===== src/rtl/lcd_pkg.sv =====
// Shared LCD pixel-pipeline definitions.
//   - rgb565_t           : packed RGB565 pixel
//   - SIGN_W / SIGN_H    : sign bitmap dimensions in pixels
//   - SIGN_LAST_ROW_BASE : ROM address of the first pixel of the last bitmap row
//   - FG_DEFAULT / BG_DEFAULT : colours used until the first frame_start_i
package lcd_pkg;

  typedef struct packed {
    logic [4:0] r;
    logic [5:0] g;
    logic [4:0] b;
  } rgb565_t;

  localparam int SIGN_W             = 480;
  localparam int SIGN_H             = 272;
  localparam int SIGN_LAST_ROW_BASE = SIGN_W * (SIGN_H - 1);

  localparam rgb565_t FG_DEFAULT = rgb565_t'(16'hFFFF);
  localparam rgb565_t BG_DEFAULT = rgb565_t'(16'h0000);

endpackage


===== src/rtl/sign_addr_gen.sv =====
// Sign window detection and ROM address generation.
// Holds the frame-shadowed enable/origin, compares the scan position against
// the sign window and produces the registered ROM address.
//   clk, rst_n              : clock, asynchronous active-low reset
//   frame_start_i           : loads shadows, restarts the row counter
//   pix_x_i, pix_y_i, de_i  : scan position and data enable
//   enable_i, org_x_i/org_y_i : live settings (sampled on frame_start_i)
//   rom_addr_o              : registered ROM address, holds on misses
//   hit_o                   : combinational window hit for the current pixel
module sign_addr_gen
  import lcd_pkg::*;
#(
  parameter int ADDR_WIDTH = 17,
  parameter int POS_WIDTH  = 10,
  parameter int SIGN_W     = lcd_pkg::SIGN_W,
  parameter int SIGN_H     = lcd_pkg::SIGN_H
) (
  input  logic                  clk,
  input  logic                  rst_n,
  input  logic                  frame_start_i,
  input  logic [POS_WIDTH-1:0]  pix_x_i,
  input  logic [POS_WIDTH-1:0]  pix_y_i,
  input  logic                  de_i,
  input  logic                  enable_i,
  input  logic [POS_WIDTH-1:0]  org_x_i,
  input  logic [POS_WIDTH-1:0]  org_y_i,
  output logic [ADDR_WIDTH-1:0] rom_addr_o,
  output logic                  hit_o
);

  // One extra bit so org + size can never wrap around the coordinate space.
  localparam logic [POS_WIDTH:0]    WIN_W    = (POS_WIDTH + 1)'(SIGN_W);
  localparam logic [POS_WIDTH:0]    WIN_H    = (POS_WIDTH + 1)'(SIGN_H);
  localparam logic [ADDR_WIDTH-1:0] ROW_STEP = ADDR_WIDTH'(SIGN_W);
  localparam logic [ADDR_WIDTH-1:0] ROW_LAST = ADDR_WIDTH'(SIGN_W * (SIGN_H - 1));

  logic                  enable_sh;
  logic [POS_WIDTH-1:0]  org_x_sh;
  logic [POS_WIDTH-1:0]  org_y_sh;
  logic [ADDR_WIDTH-1:0] row_base;
  logic                  row_hit;
  logic                  de_q;

  logic [POS_WIDTH:0]    x_ext, y_ext, ox_ext, oy_ext;
  logic                  in_x, in_y, de_fall;
  logic [ADDR_WIDTH-1:0] col_off;

  assign x_ext  = {1'b0, pix_x_i};
  assign y_ext  = {1'b0, pix_y_i};
  assign ox_ext = {1'b0, org_x_sh};
  assign oy_ext = {1'b0, org_y_sh};

  assign in_x = (x_ext >= ox_ext) && (x_ext < ox_ext + WIN_W);
  assign in_y = (y_ext >= oy_ext) && (y_ext < oy_ext + WIN_H);

  // A pixel coinciding with frame_start_i would use stale shadows: force a miss.
  assign hit_o   = enable_sh & de_i & in_x & in_y & ~frame_start_i;
  assign col_off = ADDR_WIDTH'(pix_x_i) - ADDR_WIDTH'(org_x_sh);
  assign de_fall = de_q & ~de_i;

  // NOTE: state registers use non-blocking assignments so every register
  // samples the pre-edge values regardless of statement order.
  always_ff @(posedge clk or negedge rst_n) begin
    if (!rst_n) begin
      enable_sh  <= 1'b0;
      org_x_sh   <= '0;
      org_y_sh   <= '0;
      row_base   <= '0;
      row_hit    <= 1'b0;
      de_q       <= 1'b0;
      rom_addr_o <= '0;
    end else begin
      de_q <= de_i;
      if (frame_start_i) begin
        // Takes priority over a de_i falling edge in the same cycle.
        enable_sh <= enable_i;
        org_x_sh  <= org_x_i;
        org_y_sh  <= org_y_i;
        row_base  <= '0;
        row_hit   <= 1'b0;
      end else if (hit_o) begin
        rom_addr_o <= row_base + col_off;
        row_hit    <= 1'b1;
      end else if (de_fall && row_hit) begin
        // Advance only after a line that actually touched the window, so a
        // right/bottom clip never skews the row stride.
        row_base <= (row_base >= ROW_LAST) ? ROW_LAST : row_base + ROW_STEP;
        row_hit  <= 1'b0;
      end
    end
  end

endmodule


===== src/rtl/sign_bitmap_render.sv =====
// Renders a 1-bit sign bitmap into an RGB565 pixel stream.
// Fixed 3-cycle latency from pixel input to rgb_o / de_o / hs_o / vs_o.
//   clk, rst_n                  : clock, asynchronous active-low reset
//   frame_start_i               : frame boundary, loads all shadow settings
//   pix_x_i, pix_y_i            : scan coordinate (valid with de_i)
//   de_i, hs_i, vs_i            : timing-generator sidebands
//   enable_i, org_x_i, org_y_i  : sign window settings
//   fg_color_i, bg_color_i      : colours for bitmap bit 1 / bit 0 and outside
//   rom_addr_o, rom_data_i      : sign ROM port (1-cycle registered read)
//   rgb_o, de_o, hs_o, vs_o     : output pixel and aligned sidebands
module sign_bitmap_render
  import lcd_pkg::*;
#(
  parameter int ADDR_WIDTH  = 17,
  parameter int SIGN_W      = lcd_pkg::SIGN_W,
  parameter int SIGN_H      = lcd_pkg::SIGN_H,
  parameter int POS_WIDTH   = 10,
  parameter int COLOR_WIDTH = 16
) (
  input  logic                   clk,
  input  logic                   rst_n,
  input  logic                   frame_start_i,
  input  logic [POS_WIDTH-1:0]   pix_x_i,
  input  logic [POS_WIDTH-1:0]   pix_y_i,
  input  logic                   de_i,
  input  logic                   hs_i,
  input  logic                   vs_i,
  input  logic                   enable_i,
  input  logic [POS_WIDTH-1:0]   org_x_i,
  input  logic [POS_WIDTH-1:0]   org_y_i,
  input  logic [COLOR_WIDTH-1:0] fg_color_i,
  input  logic [COLOR_WIDTH-1:0] bg_color_i,
  output logic [ADDR_WIDTH-1:0]  rom_addr_o,
  input  logic                   rom_data_i,
  output logic [COLOR_WIDTH-1:0] rgb_o,
  output logic                   de_o,
  output logic                   hs_o,
  output logic                   vs_o
);

  localparam logic [COLOR_WIDTH-1:0] FG_RST = COLOR_WIDTH'(FG_DEFAULT);
  localparam logic [COLOR_WIDTH-1:0] BG_RST = COLOR_WIDTH'(BG_DEFAULT);

  logic                   hit;
  logic [COLOR_WIDTH-1:0] fg_sh, bg_sh;
  logic [COLOR_WIDTH-1:0] fg_d1, bg_d1, fg_d2, bg_d2;
  logic                   hit_d1, hit_d2;
  logic                   de_d1, de_d2, hs_d1, hs_d2, vs_d1, vs_d2;

  sign_addr_gen #(
    .ADDR_WIDTH (ADDR_WIDTH),
    .POS_WIDTH  (POS_WIDTH),
    .SIGN_W     (SIGN_W),
    .SIGN_H     (SIGN_H)
  ) u_addr_gen (
    .clk           (clk),
    .rst_n         (rst_n),
    .frame_start_i (frame_start_i),
    .pix_x_i       (pix_x_i),
    .pix_y_i       (pix_y_i),
    .de_i          (de_i),
    .enable_i      (enable_i),
    .org_x_i       (org_x_i),
    .org_y_i       (org_y_i),
    .rom_addr_o    (rom_addr_o),
    .hit_o         (hit)
  );

  // Colour shadows load on frame_start_i; the colours then travel with the
  // pixel so a frame boundary inside the pipeline cannot recolour it.
  always_ff @(posedge clk or negedge rst_n) begin
    if (!rst_n) begin
      fg_sh  <= FG_RST;
      bg_sh  <= BG_RST;
      fg_d1  <= '0;
      bg_d1  <= '0;
      fg_d2  <= '0;
      bg_d2  <= '0;
      hit_d1 <= 1'b0;
      hit_d2 <= 1'b0;
      de_d1  <= 1'b0;
      de_d2  <= 1'b0;
      de_o   <= 1'b0;
      hs_d1  <= 1'b0;
      hs_d2  <= 1'b0;
      hs_o   <= 1'b0;
      vs_d1  <= 1'b0;
      vs_d2  <= 1'b0;
      vs_o   <= 1'b0;
      rgb_o  <= '0;
    end else begin
      if (frame_start_i) begin
        fg_sh <= fg_color_i;
        bg_sh <= bg_color_i;
      end
      // Stage 1: aligned with rom_addr_o.
      fg_d1  <= fg_sh;
      bg_d1  <= bg_sh;
      hit_d1 <= hit;
      de_d1  <= de_i;
      hs_d1  <= hs_i;
      vs_d1  <= vs_i;
      // Stage 2: aligned with rom_data_i.
      fg_d2  <= fg_d1;
      bg_d2  <= bg_d1;
      hit_d2 <= hit_d1;
      de_d2  <= de_d1;
      hs_d2  <= hs_d1;
      vs_d2  <= vs_d1;
      // Stage 3: output pixel, blanked outside the active area.
      de_o   <= de_d2;
      hs_o   <= hs_d2;
      vs_o   <= vs_d2;
      if (!de_d2)
        rgb_o <= '0;
      else if (hit_d2 && rom_data_i)
        rgb_o <= fg_d2;
      else
        rgb_o <= bg_d2;
    end
  end

endmodule


===== config.mk =====
export PLATFORM = sky130hd
export DESIGN_NAME = sign_bitmap_render
export DESIGN_NICKNAME = d
export VERILOG_FILES = /design/src/rtl/lcd_pkg.sv /design/src/rtl/sign_addr_gen.sv /design/src/rtl/sign_bitmap_render.sv
export SDC_FILE = /design/constraint.sdc
export NUM_CORES = 1
export LEC_CHECK = 0
export CAP_MARGIN = 25
export CORE_MARGIN = 5
export CORE_UTILIZATION = 49
export DETAILED_ROUTE_END_ITERATION = 8
export PLACE_DENSITY = 0.76
export SLEW_MARGIN = 20
export SYNTH_ARGS = -nofsm -noshare
export SYNTH_HDL_FRONTEND = slang
export SYNTH_SLANG_ARGS = --single-unit

===== constraint.sdc =====
create_clock -name clk -period 3.4 [get_ports clk]
set_input_delay 0.68 -clock clk [delete_from_list [all_inputs] [get_ports clk]]
set_output_delay 0.68 -clock clk [all_outputs]
set_load 0.005 [all_outputs]

==> summary.md, run 1 <==
| Metric | Value |
|---|---|
| Gr usage total | 0.2025 |
| I/O Buffers | 115 |
| Yosys warns | 0 |
| Leading area contributor after synthesis | dfrtp_1 |
| Antenna cells | 0 |
| Worst-Margin Slew | 0.8355 ns |
| Setup violators final | 0 |
| Number of max-cap violations | 0 |
| Cells after Synth | 649 |
| Post-route insts no fill | 1057 |
| Starting Density | 0.5017 |
| Post-synthesis register bit count | 174 |
| Reg2Reg Depth | 16 |
| Clock Path Buffers | 2 |
| Total clock sinks | 174 |
| DP HPWL | 12240 um |
| Max VDD drop | 0.3382 mV |
| Final Hold Viols | 0 |
| Reg2reg start | u_addr_gen.org_x_sh[0] |
| Total Power | 6.021 mW |
| First-pass GRT wire length | 29440 um |
| Met2 Use GR | 0.3435 |
| Pleak | 4.635 nW |
| Post-Place Cells | 1017 |
| Max FO, Critical Path | 3 |
| Fin Clk Skew | 0.01270 ns |
| Total negative slack | 0 ns |
| CP max stage cell | clkdlybuf4s50_1 |
| Setup ws final | 0.05314 ns |
| M3 GR Usage | 0.05589 |
| Critical-path cell list | clkdlybuf4s50_1 -> ha_1 -> nor3b_2 -> buf_4 -> o21a_1 -> nor2_2 -> xnor2_1 -> ha_1 -> a21oi_2 -> o21bai_2 -> a21oi_2 -> o21a_1 -> o311ai_1 -> mux2_4 |
| Most used routing layer | met2 |
| DR vias | 5592 |
| Post-route core utilization | 0.6772 |
| Seq/Total Area, Yosys | 0.5714 |
| CTS tree | done |
| Fin crit share | 0.9844 |
| R2R Setup Slk | 0.08 ns |
| Delay-heaviest family, CP | compound AO/OA/AOI/OAI gates |
| Synth top area cells | dfrtp_1 (52%), ha_1 (7.5%), dfstp_2 (5.5%), mux2_2 (5.4%), nand2_1 (3.7%) |
| Die width | 135.0 um |
| Prevailing post-synth register cell | dfrtp_1 |
| Clock root cell | clkbuf_16 |
| Status | completed |
| Worst EP required | 3.70 ns |
| Crit Path Class | in -> reg |
| Most frequent cells in the layout | dfrtp_1 (158), clkdlybuf4s50_1 (108), nand2_1 (74), buf_4 (69), o21ai_0 (39) |
| Share of cells above drive strength 1 | 0.2494 |
| WL per Instance | 16.39 um |
| Unrepaired setup endpoints after global routing | true |
| Critical Path AT | 3.65 ns |
| Worst Setup Start Kind | primary input |
| Reg clk slew, reported paths | 0.06 ns |
| RD Place Congestion | 0.8426 |
| Power per cell area | 582.8 nW/um^2 |
| Synth cell types | 63 |
| Die Ht | 135.0 um |
| Finished Cell Area | 10330 um^2 |
| Syn_area_per_cell | 11.79 um^2 |
| Critical Path End Type | flop |
| Commonest non-fill, non-tap cell in the layout | dfrtp_1 |
| DR DRC count | 0 |
| First-pass DRT Iterations | 5 |
| Largest net degree at the start of global routing | 80 |
| Post-CTS Hold Buffers | 0 |
| Initial antenna violation count | 0 |
| H-tree Lvls | 4 |
| Grt met1 use | 0.2609 |
| Post-layout min period | 3.347 ns |
| Final layout net count | 960 |
| Slew Viols, Final | 0 |
| Vias in the first global route | 5921 |
| CTS buffer count | 17 |
| Max Clk Rate | 0.2988 GHz |
| Hold slack final | 0.1915 ns |
| Dpl ws | -0.7197 ns |
| Clock latency on the worst-skew pair | 0.42 ns |
| Placed Area | 9525 um^2 |
| Drt total wl | 17320 um |
| Die area | 18220 um^2 |
| Post-synth top area share | 0.5165 |
| Iteration-0 DRC Markers | 346 |
| Avg Vias per Cell | 5.290 |
| FFs w/ async S/R, synth | 1.000 |
| # IOs | 116 |
| Area grow syn2layout | 34.98% |
| Hold Crit Class | in -> async |
| Mapped Area | 7655 um^2 |
| CP peak stage delay | 0.44 ns |
| R2R Path End | u_addr_gen.rom_addr_o[13] |
| EDFF count, synth | 0 |
| Relative max-transition margin | 0.4430 |
| Congestion Overflow GR | 0 |
| Remaining antenna violation count after routing | 0 |
| Syn_nets | 776 |
| FP Rows | 45 |
| Buffers & Inverters on Critical Path | 2 |
| Core area | 15260 um^2 |
[worst max path at each step]
| stage | from | end | slack [ns] | cells after the start |
|---|---|---|---|---|
| 2_1_floorplan | pix_x_i[0] | u_addr_gen.rom_addr_o[16] | -0.22 | 16 |
| 3_3_place_gp | pix_x_i[0] | u_addr_gen.rom_addr_o[16] | -0.64 | 16 |
| 3_5_place_dp | pix_x_i[0] | u_addr_gen.rom_addr_o[16] | -0.72 | 16 |
| 4_1_cts | u_addr_gen.org_x_sh[0] | u_addr_gen.rom_addr_o[16] | -0.006 | 14 |
| 5_1_grt | u_addr_gen.org_x_sh[0] | u_addr_gen.rom_addr_o[13] | -0.04 | 16 |
| 6_report | pix_x_i[4] | u_addr_gen.rom_addr_o[13] | 0.05 | 14 |
[timing repair]
action | in CTS | in global routing
cloned | 1 | 0
resized for setup | 24 | 20
endpoints found under the setup margin | 8 | 10
pin swaps | 12 | 18
buffers inserted | 2 | 5
[synthesized netlist by cell type (all sizes together) (2+ instances only)]
library cell  count
o41ai             3
buf               3
a21oi            26
or3               2
o21ai            47
a21o             10
o211ai            2
nor3              6
nand2b            4
o31ai             4
a211oi            4
or2               2
a21boi           18
and3              4
o311ai            2
nand4             5
o22a              7
xor2              4
clkbuf           20
nor2             23
a31oi             8
and2              5
nor2b             7
dfstp            16
nand2            76
xnor2            20
mux2             45
ha               46
or4               2
dfrtp           158
nand3            10
inv              29
o21a             11
[worst reg2reg max path, delay by kind of cell, from the launching register on]
family,cells,cell delay (ns)
compound gates,7,1.27
fa+ha+maj,3,0.78
flops,1,0.38
mux,1,0.27
simple gates,2,0.19
buf+inv,2,0.18
xor+xnor,1,0.12
[kinds of logic after synthesis]
kind of cell | after synthesis | synth area share
DFF | 174 | 0.5714
and+or+nand+nor | 152 | 0.09137
muxes | 45 | 0.07012
other | 1 | 0.0004899
AOI/OAI and AO/OA | 153 | 0.1314
buffers and inverters | 53 | 0.02991
xor gates and xnor gates | 24 | 0.02746
adders and majority gates | 47 | 0.07780
[sequential cells by signal (all words and copies together) (netlist names)]
signal	flops
u_addr_gen.rom_addr_o	17
bg_d1	16
bg_d2	16
bg_sh	16
fg_d1	16
fg_d2	16
fg_sh	16
rgb_o	16
u_addr_gen.row_base	12
u_addr_gen.org_x_sh	10
u_addr_gen.org_y_sh	10
de_d2	1
de_o	1
hit_d1	1
hit_d2	1
hs_d1	1
hs_d2	1
hs_o	1
u_addr_gen.de_q	1
u_addr_gen.enable_sh	1
u_addr_gen.row_hit	1
vs_d1	1
vs_d2	1
vs_o	1
[per-layer routing]
| layer | vias to the layer above | share of wire |
|---|---|---|
| met4 | 0 | 0.011 |
| met1 | 2786 | 0.43 |
| met2 | 157 | 0.50 |
| met3 | 14 | 0.055 |
| met5 | - | 0 |
| li1 | 2635 | - |
[layout make-up]
class / instances / area [um^2]
Sequential cell: 174 / 4374
Multi-Input combinational cell: 422 / 3282
Inverter: 30 / 120.1
Clock inverter: 12 / 123.9
Timing Repair Buffer: 188 / 1722
Clock buffer: 20 / 446.7
Fill cell: 1096 / 4926
Tap cell: 211 / 264.0
[power breakdown]
part	internal, mW	total [mW]	switching (mW)	leakage, nW
Combinational	0.924	1.65	0.723	2.27
Clock	1.05	1.88	0.835	0.267
Sequential	2.34	2.49	0.149	2.09
Total	4.31	6.02	1.71	4.63
Power figures use the tool's default switching activity.
==> run 2, diff against run 1 <==
--- a/config.mk
+++ b/config.mk
@@ -8,8 +8,9 @@
 export CAP_MARGIN = 25
 export CORE_MARGIN = 5
 export CORE_UTILIZATION = 49
+export CTS_CLUSTER_DIAMETER = 200
 export DETAILED_ROUTE_END_ITERATION = 8
-export PLACE_DENSITY = 0.76
+export PLACE_DENSITY_LB_ADDON = 0.15
 export SLEW_MARGIN = 20
 export SYNTH_ARGS = -nofsm -noshare
 export SYNTH_HDL_FRONTEND = slang
==> run 2 against run 1 <==
Register-to-register slack better by 0.09 ns. Die area unchanged. Flip-flop and latch count did not move. Setup slack better by 0.071 ns. Routed wire length is 1.9% lower. Clock power up 3%. Largest cell class unchanged. First-iteration DRC count decreased by 30%. Non-clock buffer count unchanged.
==> summary.md, run 2 (synthesis gave the netlist of run 1 again) <==
| Metric | Value |
|---|---|
| Status | completed (unchanged) |
| Remaining antenna violation count after routing | 0 (unchanged) |
| Hold slack final | 0.3051 ns (was 0.1915 ns) |
| Congestion Overflow GR | 0 (unchanged) |
| Critical Path AT | 3.59 ns (was 3.65 ns) |
| Iteration-0 DRC Markers | 243 (was 346) |
| Hold Crit Class | in -> async (unchanged) |
| DR vias | 5482 (was 5592) |
| Power per cell area | 584.9 nW/um^2 (was 582.8 nW/um^2) |
| Final Hold Viols | 0 (unchanged) |
| Core area | 15260 um^2 (unchanged) |
| CTS buffer count | 17 (unchanged) |
| CP peak stage delay | 0.36 ns (was 0.44 ns) |
| Switching part of the total | 0.2890 (was 0.2835) |
| Placed Area | 9548 um^2 (was 9525 um^2) |
| WL per Instance | 16.07 um (was 16.39 um) |
| Slew Viols, Final | 0 (unchanged) |
| Total clock sinks | 174 (unchanged) |
| Clock root cell | clkbuf_16 (unchanged) |
| RD Place Congestion | 0.9150 (was 0.8426) |
| Max reg flops | 17 (unchanged) |
| I/O Buffers | 115 (unchanged) |
| Share of cells above drive strength 1 | 0.2518 (was 0.2494) |
| Setup ws final | 0.1240 ns (was 0.05314 ns) |
| Die width | 135.0 um (unchanged) |
| Die Ht | 135.0 um (unchanged) |
| Largest net degree at the start of global routing | 85 (was 80) |
| Crit Path Class | in -> reg (unchanged) |
| Vias in the first global route | 5824 (was 5921) |
| # IOs | 116 (unchanged) |
| Total Power | 6.069 mW (was 6.021 mW) |
| Critical Path End Type | flop (unchanged) |
| Clock Path Buffers | 2 (unchanged) |
| CP max stage cell | ha_1 (was clkdlybuf4s50_1) |
| DR DRC count | 0 (unchanged) |
| Reg clk slew, reported paths | 0.07 ns (was 0.06 ns) |
| Starting Density | 0.5017 (unchanged) |
| Die area | 18220 um^2 (unchanged) |
| Gr usage total | 0.1966 (was 0.2025) |
| CP most frequent cell | a21oi_2 |
| Fin crit share | 0.9635 (was 0.9844) |
| Clock power share | 0.319 (was 0.313) |
| Reg with most FFs | u_addr_gen.rom_addr_o (unchanged) |
| FP Rows | 45 (unchanged) |
| Unrepaired setup endpoints after global routing | true (unchanged) |
| First-pass DRT Iterations | 4 (was 5) |
| CTS tree | done (unchanged) |
| Worst-Margin Slew | 0.8549 ns (was 0.8355 ns) |
| Sequential Power Share | 0.410 (was 0.414) |
| DP HPWL | 12100 um (was 12240 um) |
| Finished Cell Area | 10380 um^2 (was 10330 um^2) |
| Most frequent cells in the layout | dfrtp_1 (158), clkdlybuf4s50_1 (108), nand2_1 (74), buf_4 (69), o21ai_0 (41) (was dfrtp_1 (158), clkdlybuf4s50_1 (108), nand2_1 (74), buf_4 (69), o21ai_0 (39)) |
| Initial antenna violation count | 3 (was 0) |
| Dpl ws | -0.7095 ns (was -0.7197 ns) |
| Post-layout min period | 3.276 ns (was 3.347 ns) |
| First-pass GRT wire length | 28520 um (was 29440 um) |
| Max VDD drop | 0.4611 mV (was 0.3382 mV) |
| Critical-path cell list | dlygate4sd2_1 -> buf_4 -> ha_1 -> nand2b_1 -> a21oi_2 -> o21ai_2 -> buf_4 -> a21oi_2 -> nor2_1 -> xnor2_1 -> ha_1 -> and3_4 -> and2_4 -> o32ai_2 -> a21oi_2 -> xnor2_1 -> mux2_4 (was clkdlybuf4s50_1 -> ha_1 -> nor3b_2 -> buf_4 -> o21a_1 -> nor2_2 -> xnor2_1 -> ha_1 -> a21oi_2 -> o21bai_2 -> a21oi_2 -> o21a_1 -> o311ai_1 -> mux2_4) |
| Worst Setup Start Kind | primary input (unchanged) |
| Avg Vias per Cell | 5.181 (was 5.290) |
| Number of max-cap violations | 0 (unchanged) |
| Combinational share of power | 0.272 (was 0.273) |
| H-tree Lvls | 4 (unchanged) |
| Setup violators final | 0 (unchanged) |
| Area grow syn2layout | 35.55% (was 34.98%) |
| NetSw | 1.754 mW (was 1.707 mW) |
| Max FO, Critical Path | 3 (unchanged) |
| Clock latency on the worst-skew pair | 0.42 ns (about the same) |
| Internal power | 4.315 mW (was 4.314 mW) |
| Pleak | 4.652 nW (was 4.635 nW) |
| Drt total wl | 17000 um (was 17320 um) |
| Final layout net count | 960 (unchanged) |
| Fin Clk Skew | 0.01307 ns (was 0.01270 ns) |
| Post-route core utilization | 0.6800 (was 0.6772) |
| Worst EP required | 3.71 ns (was 3.70 ns) |
| Commonest non-fill, non-tap cell in the layout | dfrtp_1 (unchanged) |
| Max Clk Rate | 0.3053 GHz (was 0.2988 GHz) |
| Relative max-transition margin | 0.4301 (was 0.4430) |
-- run 2: cell types whose count changed in the layout (fill, tap and decap cells not counted), sizes merged --
cell	delta
dlygate4sd2	+1
clkbuf	-3
clkdlybuf4s15	-1
inv	-1
clkinv	+6
clkinvlp	-2
diode	+1
-- run 2: final cells by class --
| class | instances | area [um^2] |
|---|---|---|
| sequential | 174 | 4374 |
| multi-input combinational | 422 | 3284 |
| clock buffer | 17 | 425.4 |
| antenna | 1 | 2.502 |
| timing repair buffer | 188 | 1729 |
| tap | 211 | 264.0 |
| clock inverter | 15 | 176.4 |
| inverter | 30 | 120.1 |
| fill | 1129 | 4882 |
-- run 2: worst max-delay path: cells and delay by family --
| kind | cells | cell delay, ns |
|---|---|---|
| AO/OA/AOI/OAI | 5 | 0.65 |
| XOR/XNOR | 2 | 0.25 |
| adder cells (fa/ha/maj) | 2 | 0.66 |
| buffers and inverters | 3 | 0.54 |
| multiplexers | 1 | 0.26 |
| AND/OR/NAND/NOR | 4 | 0.54 |
-- run 2: power by group through the flow --
stage                     registers, mW  logic (mW)  clock network, mW
final                              2.49        1.65               1.93
after CTS                          2.49        1.59               1.98
after global placement             2.51        1.48                  0
after detailed placement           2.52        1.52                  0
after floorplan                    2.49       0.795                  0
after global routing               2.52        1.81               2.08
-- run 2: path summary, 6_finish.rpt --
kind                            cells after the start                        end  slack, ns              startpoint
worst max-delay path                               17  u_addr_gen.rom_addr_o[16]       0.12              pix_x_i[1]
worst min-delay path                                1                   fg_d1[3]       0.31                   rst_n
worst max register to register                     17  u_addr_gen.rom_addr_o[14]       0.17  u_addr_gen.org_x_sh[0]
worst min register to register                      0                  fg_d2[10]       0.34               fg_d1[10]
max in group asynchronous                           2                  fg_sh[15]       2.28                   rst_n
min in group clk                                    0                  fg_d2[10]       0.34               fg_d1[10]
-- run 2: routing by layer --
layer	GRT usage	up-vias	wire length [um]
met2	0.3193	137	8419
li1	-	2643	-
met3	0.06371	20	934
met5	0	-	20
met4	0.04815	4	168
met1	0.2583	2678	7454
-- run 2: through the flow --
step / cells / TNS (ns)
after detailed placement: 1020 / -5.605
after floorplan: 649 / -0.3432
after global placement: 1020 / -5.104
final: 1058 / 0
after global routing: 1058 / -0.2532
after CTS: 1054 / 0
-- run 2: repair_timing --
action	in CTS	in global routing
pin swaps	16	17
endpoints found under the setup margin	8	9
gates resized for setup	23	19
hold buffers	0	0
buffers inserted	2	3
hold endpoints to repair	0	0
==> run 3, diff against run 2 <==
--- a/config.mk
+++ b/config.mk
@@ -10,6 +10,7 @@
 export CORE_UTILIZATION = 49
 export CTS_CLUSTER_DIAMETER = 200
 export DETAILED_ROUTE_END_ITERATION = 8
+export MAX_ROUTING_LAYER = met4
 export PLACE_DENSITY_LB_ADDON = 0.15
 export SLEW_MARGIN = 20
 export SYNTH_ARGS = -nofsm -noshare
==> run 3 against run 2 <==
Flip-flop and latch count unchanged. First-iteration DRC count increased by 20%. Fmax decreased by 3.4%. Via count increased by 0.27%. Combinational power increased by 3%. Worst hold slack improved by 0.041 ns. Die area unchanged. Setup slack got worse by 0.12 ns. Critical endpoint is now u_addr_gen.rom_addr_o[13].
==> summary.md, run 3 (synthesis gave the netlist of run 1 again) <==
| Metric | Value |
|---|---|
| Worst EP required | 3.70 ns (was 3.71 ns) |
| Area grow syn2layout | 35.93% (was 35.55%) |
| Iteration-0 DRC Markers | 291 (was 243) |
| I/O Buffers | 115 (unchanged) |
| Status | completed (unchanged) |
| Core area | 15260 um^2 (unchanged) |
| H-tree Lvls | 4 (unchanged) |
| Crit Path Class | in -> reg (unchanged) |
| Finished Cell Area | 10410 um^2 (was 10380 um^2) |
| Fin crit share | 0.9979 (was 0.9635) |
| Unrepaired setup endpoints after global routing | true (unchanged) |
| Critical Path End Type | flop (unchanged) |
| DP HPWL | 12110 um (was 12100 um) |
| Total clock sinks | 174 (unchanged) |
| Reg clk slew, reported paths | 0.06 ns (was 0.07 ns) |
| Fin Clk Skew | 0.01246 ns (was 0.01307 ns) |
| Final Hold Viols | 0 (unchanged) |
| Hold Crit Class | in -> async (unchanged) |
| Buffers & Inverters on Critical Path | 2 (was 3) |
| Hold slack final | 0.3457 ns (was 0.3051 ns) |
| Clock Path Buffers | 2 (unchanged) |
| Worst Setup Start Kind | primary input (unchanged) |
| Post-layout min period | 3.393 ns (was 3.276 ns) |
| Placed Area | 9545 um^2 (was 9548 um^2) |
| Number of max-cap violations | 0 (unchanged) |
| Share of cells above drive strength 1 | 0.2521 (was 0.2518) |
| Relative max-transition margin | 0.4205 (was 0.4301) |
| Pleak | 4.660 nW (was 4.652 nW) |
| Critical Path AT | 3.69 ns (was 3.59 ns) |
| CTS buffer count | 17 (unchanged) |
| Slew Viols, Final | 0 (unchanged) |
| Max reg flops | 17 (unchanged) |
| Final layout net count | 964 (was 960) |
| Max VDD drop | 0.4420 mV (was 0.4611 mV) |
| Die area | 18220 um^2 (unchanged) |
| Critical-path cell list | dlygate4sd2_1 -> fa_2 -> a211oi_4 -> nor3b_2 -> buf_4 -> o21a_1 -> nor2_1 -> xnor2_1 -> ha_1 -> a21oi_2 -> o21bai_2 -> a21oi_2 -> o21a_1 -> o311ai_2 -> mux2_4 (was dlygate4sd2_1 -> buf_4 -> ha_1 -> nand2b_1 -> a21oi_2 -> o21ai_2 -> buf_4 -> a21oi_2 -> nor2_1 -> xnor2_1 -> ha_1 -> and3_4 -> and2_4 -> o32ai_2 -> a21oi_2 -> xnor2_1 -> mux2_4) |
| R2R Setup Slk | 0.04 ns (was 0.17 ns) |
| CP max stage cell | fa_2 (was ha_1) |
| Max FO, Critical Path | 3 (unchanged) |
| WL per Instance | 16.11 um (was 16.07 um) |
| Setup violators final | 0 (unchanged) |
| # IOs | 116 (unchanged) |
| Initial antenna violation count | 3 (unchanged) |
| Max Clk Rate | 0.2947 GHz (was 0.3053 GHz) |
| RD Place Congestion | 0.9383 (was 0.9150) |
| Reg with most FFs | u_addr_gen.rom_addr_o (unchanged) |
| Avg Vias per Cell | 5.171 (was 5.181) |
| Vias in the first global route | 5867 (was 5824) |
| Remaining antenna violation count after routing | 0 (unchanged) |
| Post-CTS Hold Buffers | 0 (unchanged) |
| Delay-heaviest family, CP | compound AO/OA/AOI/OAI gates (was adder cells) |
| R2R Path End | u_addr_gen.rom_addr_o[13] (was u_addr_gen.rom_addr_o[14]) |
| Worst-Margin Slew | 0.8693 ns (was 0.8549 ns) |
| DR vias | 5497 (was 5482) |
| DR DRC count | 0 (unchanged) |
| Commonest non-fill, non-tap cell in the layout | dfrtp_1 (unchanged) |
| Clock latency on the worst-skew pair | 0.42 ns (about the same) |
| Most frequent cells in the layout | dfrtp_1 (158), clkdlybuf4s50_1 (109), nand2_1 (75), buf_4 (73), o21ai_0 (40) (was dfrtp_1 (158), clkdlybuf4s50_1 (108), nand2_1 (74), buf_4 (69), o21ai_0 (41)) |
| Reg2Reg Depth | 16 (was 17) |
| Reg2reg start | u_addr_gen.org_x_sh[0] (unchanged) |
| Clock root cell | clkbuf_16 (unchanged) |
| First-pass GRT wire length | 28880 um (was 28520 um) |
| Die width | 135.0 um (unchanged) |
| Starting Density | 0.5017 (unchanged) |
| CTS tree | done (unchanged) |
| Gr usage total | 0.2061 (was 0.1966) |
| CP peak stage delay | 0.42 ns (was 0.36 ns) |
| Largest net degree at the start of global routing | 93 (was 85) |
| Congestion Overflow GR | 0 (unchanged) |
| Power per cell area | 575.0 nW/um^2 (was 584.9 nW/um^2) |
| Drt total wl | 17130 um (was 17000 um) |
| FP Rows | 45 (unchanged) |
| Die Ht | 135.0 um (unchanged) |
| First-pass DRT Iterations | 4 (unchanged) |
==> run 3: changes by cell type in the layout (fill, tap and decap cells not counted), moves of 3 or more <==
cell and delta:
inv_8 -5, buf_4 +4, clkbuf_8 +3, inv_6 +4
==> run 3: final cells by class <==
type	instances	area [um^2]
diodes	3	7.507
clock buffers	22	474.2
clock inverters	9	75.07
fillers	1154	4853
inverters	30	120.1
multi-input cells	422	3318
flip-flops and latches	174	4374
well taps	211	264.0
repair buffers	192	1772
==> run 3: worst max path at each step <==
stage	from	endpoint	slack [ns]	depth (start not counted)
after floorplan	pix_x_i[0]	u_addr_gen.rom_addr_o[16]	-0.22	16
after global placement	pix_x_i[0]	u_addr_gen.rom_addr_o[16]	-0.73	16
after detailed placement	pix_x_i[0]	u_addr_gen.rom_addr_o[16]	-0.81	16
after CTS	u_addr_gen.org_x_sh[0]	u_addr_gen.rom_addr_o[16]	-0.05	15
after global routing	pix_x_i[3]	u_addr_gen.rom_addr_o[13]	-0.14	15
final	pix_x_i[1]	u_addr_gen.rom_addr_o[13]	0.007	15
==> run 3: metal layers <==
layer,GRT usage,part of all wire
met4,0.05039,0.010
met1,0.2552,0.44
met3,0.05961,0.052
met2,0.3371,0.50
met5,-,0
==> run 3: power breakdown <==
group	internal [mW]	switching [mW]
Sequential	2.34	0.148
Clock	1.00	0.793
Combinational	0.952	0.743
==> run 3: repair_timing <==
| item | CTS | global route |
|---|---|---|
| resized for setup | 27 | 18 |
| setup buffers | 8 | 3 |
| pin swaps | 22 | 17 |
| setup endpoints to repair | 9 | 10 |
==> run 3: per-stage QoR <==
| stage | worst slack [ns] | total power [mW] | std cells | TNS (ns) | utilization |
|---|---|---|---|---|---|
| 2_1_floorplan | -0.2201 | 3.286 | 649 | -0.3432 | - |
| 3_3_place_gp | -0.7265 | 3.988 | 1018 | -5.315 | 0.6256 |
| 3_5_place_dp | -0.8093 | 4.035 | 1018 | -6.390 | 0.6256 |
| 4_1_cts | -0.04711 | 5.964 | 1057 | -0.1239 | 0.6738 |
| 5_1_grt | -0.1364 | 6.318 | 1063 | -0.4258 | 0.6819 |
| 6_report | 0.007202 | 5.983 | 1063 | 0 | 0.6819 |
